$ cat src/rtl/ramp_check_pkg.sv
// Shared definitions for the ramp test-stream checker family.
//   - state_e        : lock tracker states
//   - D_CONST_DEFAULT: value expected on the constant channel d
//   - *_BIT          : bit positions of the per-channel flags / err_flags
//   - RUN_W, run_t   : width of the consecutive match/miss run counters
package ramp_check_pkg;

  typedef enum logic {
    SEARCH = 1'b0,
    LOCKED = 1'b1
  } state_e;

  localparam logic [15:0] D_CONST_DEFAULT = 16'h7FFF;

  localparam int A_BIT = 0;
  localparam int B_BIT = 1;
  localparam int C_BIT = 2;
  localparam int D_BIT = 3;

  localparam int RUN_W = 4;
  typedef logic [RUN_W-1:0] run_t;

endpackage

$ cat src/rtl/ramp_relation_check.sv
// Combinational relation check of one four-channel ramp sample.
// Ports:
//   a, b, c, d  in  16  sample channels
//   expected    in  16  value channel a should carry this sample
//   flags       out 4   mismatch per channel, [A_BIT]=a .. [D_BIT]=d
module ramp_relation_check
  import ramp_check_pkg::*;
#(
  parameter logic [15:0] D_CONST = D_CONST_DEFAULT
) (
  input  logic signed [15:0] a,
  input  logic signed [15:0] b,
  input  logic signed [15:0] c,
  input  logic signed [15:0] d,
  input  logic        [15:0] expected,
  output logic        [3:0]  flags
);

  logic [15:0] a_u;
  logic [15:0] neg_a;
  logic [15:0] half_a;

  assign a_u    = a;
  // Two's-complement negation wraps, so 0x8000 maps onto itself.
  assign neg_a  = 16'h0000 - a_u;
  // Logical (not arithmetic) shift: the top bit is always zero.
  assign half_a = {1'b0, a_u[15:1]};

  assign flags[A_BIT] = (a_u != expected);
  assign flags[B_BIT] = (16'(b) != neg_a);
  assign flags[C_BIT] = (16'(c) != half_a);
  assign flags[D_BIT] = (16'(d) != D_CONST);

endmodule

$ cat config.mk
export PLATFORM = sky130hd
export DESIGN_NAME = ramp_relation_check
export DESIGN_NICKNAME = d
export VERILOG_FILES = /design/src/rtl/ramp_check_pkg.sv /design/src/rtl/ramp_relation_check.sv
export SDC_FILE = /design/constraint.sdc
export NUM_CORES = 1
export LEC_CHECK = 0
export ABC_AREA = 1
export BUFFER_PORTS_ARGS = -buffer_cell sky130_fd_sc_hd__buf_4
export CAP_MARGIN = 40
export CORE_MARGIN = 3
export CORE_UTILIZATION = 44
export DETAILED_ROUTE_END_ITERATION = 10
export PLACE_DENSITY = 0.95
export SYNTH_ARGS = -nofsm -noshare
export SYNTH_HDL_FRONTEND = slang
export SYNTH_SLANG_ARGS = --single-unit
$ cat constraint.sdc
create_clock -name vclk -period 1.4
set_input_delay 0.14 -clock vclk [all_inputs]
set_output_delay 0.14 -clock vclk [all_outputs]
set_load 0.02 [all_outputs]
After elaboration in Yosys (flattened, before gate mapping)
Index checks and enable logic that the tools add are counted.
{"block": "word_totals", "inputBits": 80, "mem_bits_rw": 0, "latchBits": 0, "output_inout_bits": 4, "register_bits": 0, "memories": 0, "mem_bits_ro": 0}
{"block": "op_classes", "n_reduce_logical": 0, "order_cmp": 0, "n_eq_ne": 4, "muxes": 0, "bitwise_logic": 0, "add_sub_neg": 1, "div_mod_pow": 0, "shifts": 0, "multipliers": 0}
{"operator": "inequality test 16 bit", "n": 2}
{"operator": "inequality test 16 x 15 -> 1 bit", "n": 1}
{"operator": "inequality test 16 x 15 -> 1 bit, second input constant", "n": 1}
{"operator": "subtractor 1 x 16 -> 16 bit, first input constant", "n": 1}

Logic depth before layout (Yosys ltp)
{"block": "logic_depth", "word_depth": 2, "depth_mapped": 13}

Least setup slack after synthesis
No wires, ideal clock.
{"block": "synth_path", "path_type": "input-to-output", "from": "input port a[0]", "to": "output port flags[1]", "cell_stages": 11, "path_slack_ns": 0.070, "path_buffers": 0, "required_time_ns": 1.260, "arrival_time_ns": 1.190, "cell_sequence": "inv_2 ha_1 nand3_4 nor2_4 nand2_1 nand3_1 nand2_1 inv_2 nand2_1 nor2_1 nand2_1"}
{"block": "synth_via", "elab_chain_cells": 2}
{"item": "start: declaration", "line_no": "ramp_relation_check.sv:11", "rtl": "input logic signed [15:0] a,"}
{"item": "subtractor 1 x 16 -> 16 bit", "line_no": "ramp_relation_check.sv:25", "rtl": "assign neg_a = 16'h0000 - a_u;"}
{"item": "inequality test 16 bit", "line_no": "ramp_relation_check.sv:30", "rtl": "assign flags[B_BIT] = (16'(b) != neg_a);"}
{"item": "end: declaration", "line_no": "ramp_relation_check.sv:16", "rtl": "output logic [3:0] flags"}
No other way between the ends.

Final worst setup path
Ends and elaborated chain as after synthesis.

==> metrics.md <==
| Metric | Value |
|---|---|
| WL/cell | `11.5 um` |
| Cell count along the critical path | `13` |
| Die Y | `57.4 um` |
| Switching Share | `44.2%` |
| Chip width | `57.4 um` |
| Outcome | `finished, violations left` |
| Boundary Pins | `84` |
| FMAX | `674 MHz` |
| Initial Utilization | `49.2%` |
| Placement Cell Area | `0.00186 mm2` |
| P per Cell Area | `275 mW/mm2` |
| Distinct cells, synth | `25` |
| Crit share post-route | `106%` |
| Slew Limit Headroom | `83.0%` |
| Critical path arrival | `approximately 1.3 ns` |
| Row Count | `17` |
| Crit-path max FO | `6` |
| Die area | `roughly 0.0033 mm2` |
| Initial antenna violation count | `0` |
| RSZ-0062 raised after global routing | `true` |
| CP endpoint | `flags[1]` |
| FFs & Latches | `0` |
| Failing checks | `setup timing` |
| Global route total overflow | `0` |
| Final core utilization | `between 80% and 90%` |
| Final Hold Fails | `0` |
| CP cell instances | `buf_8 -> inv_6 -> ha_4 -> nand3_4 -> nor2_4 -> nand2_2 -> nand3_2 -> nand2_2 -> inv_2 -> nand2_2 -> nor2_2 -> nand2_1 -> buf_6` |
| Register area share after synthesis | `0%` |
| Leakage | `0.971 nW` |
| Synthesized area | `0.00116 mm2` |
| Worst setup SP type | `input port` |
| DR DRC count | `0` |
| Ys Warns | `0` |
| Synth top area share | `20.0%` |
| Buffers on Ports | `84` |
| CP endpoint kind | `primary output` |
| Worst hold stages | `4` |
| Antenna-violating nets left | `0` |
| Overall Global Routing Usage | `20.5%` |
| Gate power share | `between 90% and 100%` |
| P_int | `0.000298 W` |
| Fin. max-slew vios | `0` |
| Most numerous cell on the critical path | `nand2_2` |
| Area growth, synth to finish | `66.5%` |
| CLK BUF | `0` |
| DRT iter0 DRCs | `23` |
| Crit path required time | `approximately 1.3 ns` |
| Largest net degree at the start of global routing | `8` |
| Worst Setup SP | `a[0]` |
| # diodes | `0` |
| Slowest CP cell | `nor2_4` |
| Ratio of cells with drive above 1 in the final layout | `45.1%` |
| Worst hold path type | `input port to primary output` |
| VDD IR max | `0.207 mV` |
| Fin area | `0.00194 mm2` |
| Cell family with most CP delay | `simple AND/OR/NAND/NOR gates` |
| Vias in the first global route | `1493` |
| Crit Path Category | `input port to primary output` |
| Syn Area/Cell | `5.67 um2` |
| Vias/cell | `roughly 4.8` |
| Switching power | `0.000236 W` |
| Seq pwr share | `0%` |
| Buf+Inv Stages, Crit Path | `4` |
| Synth area leaders | `nand2_1, xnor2_1, xor2_1` |
| Clock group share of total power | `0%` |
| Final setup violation count | `1` |
| Total core area | `0.00236 mm2` |
| Slowest cell delay on critical path | `0.20 ns` |
| Final worst slack | `-0.0841 ns` |
| First-pass GRT wire length | `5700 um` |
| DR pass1 iterations | `4` |
| Number of max-cap violations | `0` |
| Syn_nets | `~290` |
| Cells after Synth | `205` |
| Sequential cell area | `0 um2` |
| Routed wire length | `3680 um` |
| WHS | `0.661 ns` |
| Via count | `~1500` |
| Final worst path period need | `1.48 ns` |
| Total power | `0.000533 W` |
| Cell accounting for the most synthesized area | `nand2_1` |
| GPL Wtd Cong | `0.873` |
| Post-DP HPWL | `between 3000 and 4000 um` |
| Final nets | `about 380` |
| Worst-margin pin slew | `between 0.2 and 0.3 ns` |
[kinds of logic after synthesis]
family          synth area share, %
simple gates                   53.6
buf+inv                        12.7
fa+ha+maj                      1.08
compound gates                 1.72
xor+xnor                       30.9
[repair_timing]
action | 4_1_cts | 5_1_grt
hold buffers | 0 | 0
setup endpoints to repair | 1 | 2
gates cloned | 0 | 0
buffers inserted | 0 | 0
resized for setup | 11 | 12
pin swaps | 9 | 12
[cells in the mapped netlist]
library cell / number
nand2_1: 62
xnor2_1: 26
inv_1: 22
xor2_1: 15
nand3_1: 13
nor2_1: 13
nand4_1: 10
inv_2: 6
nor2_2: 5
or2_2: 5
buf_2: 4
nand3b_1: 3
nor2_4: 3
buf_6: 2
nor3_1: 2
nor3_2: 2
nor4_1: 2
o21ai_0: 2
o21ai_1: 2
ha_1: 1
nand2_2: 1
nand2_4: 1
nand3_2: 1
nand3_4: 1
or4_1: 1
[cell usage in the layout (no fill, tap or decap), drive strengths merged]
cell	instances
xnor2	26
ha	1
nand3b	3
nor3	4
buf	94
or2	5
o21ai	4
xor2	15
nand2	64
inv	28
or4	1
nand3	15
nor2	21
nor4	2
nand4	10
[final cells by class]
cell class | count | area [um2]
multi-input combinational | 171 | 1060
inverter | 28 | 113
tap | 28 | 35.0
fill | 161 | 425
timing repair buffer | 94 | 724
[metrics by stage]
stage / std cells / setup TNS, ns / setup slack (ns)
2_1_floorplan: 205 / 0 / 0.0703
5_1_grt: 321 / -0.199 / -0.199
6_report: 321 / -0.0841 / -0.0841
3_5_place_dp: 321 / -0.188 / -0.188
3_3_place_gp: 321 / -0.136 / -0.136
4_1_cts: 321 / -0.105 / -0.105
[layer usage]
layer / routed length (um) / global-route usage (%)
met1: 1440 / 22.6
met2: 1860 / 40.8
met3: 364 / 4.30
met4: 10 / 1.32
met5: 0 / 0
[power groups by stage]
stage / logic (W) / registers, W / clock network, W
floorplan: 0.000253 / 0 / 0
global placement: 0.000491 / 0 / 0
detailed placement: 0.000507 / 0 / 0
CTS: 0.000520 / 0 / 0
global route: 0.000583 / 0 / 0
finish: 0.000533 / 0 / 0
[worst min path at each step]
stage	end	from	slack, ns
6_report	flags[3]	d[10]	0.66
2_1_floorplan	flags[3]	d[10]	0.51
3_3_place_gp	flags[3]	d[6]	0.66
3_5_place_dp	flags[3]	d[10]	0.66
4_1_cts	flags[3]	d[10]	0.66
5_1_grt	flags[3]	d[6]	0.69
[tightest hold or removal path: stages]
cell and delay (ns):
buf_4 0.11, nand4_1 0.05, or4_1 0.09, buf_4 0.13
Power figures use the tool's default switching activity.
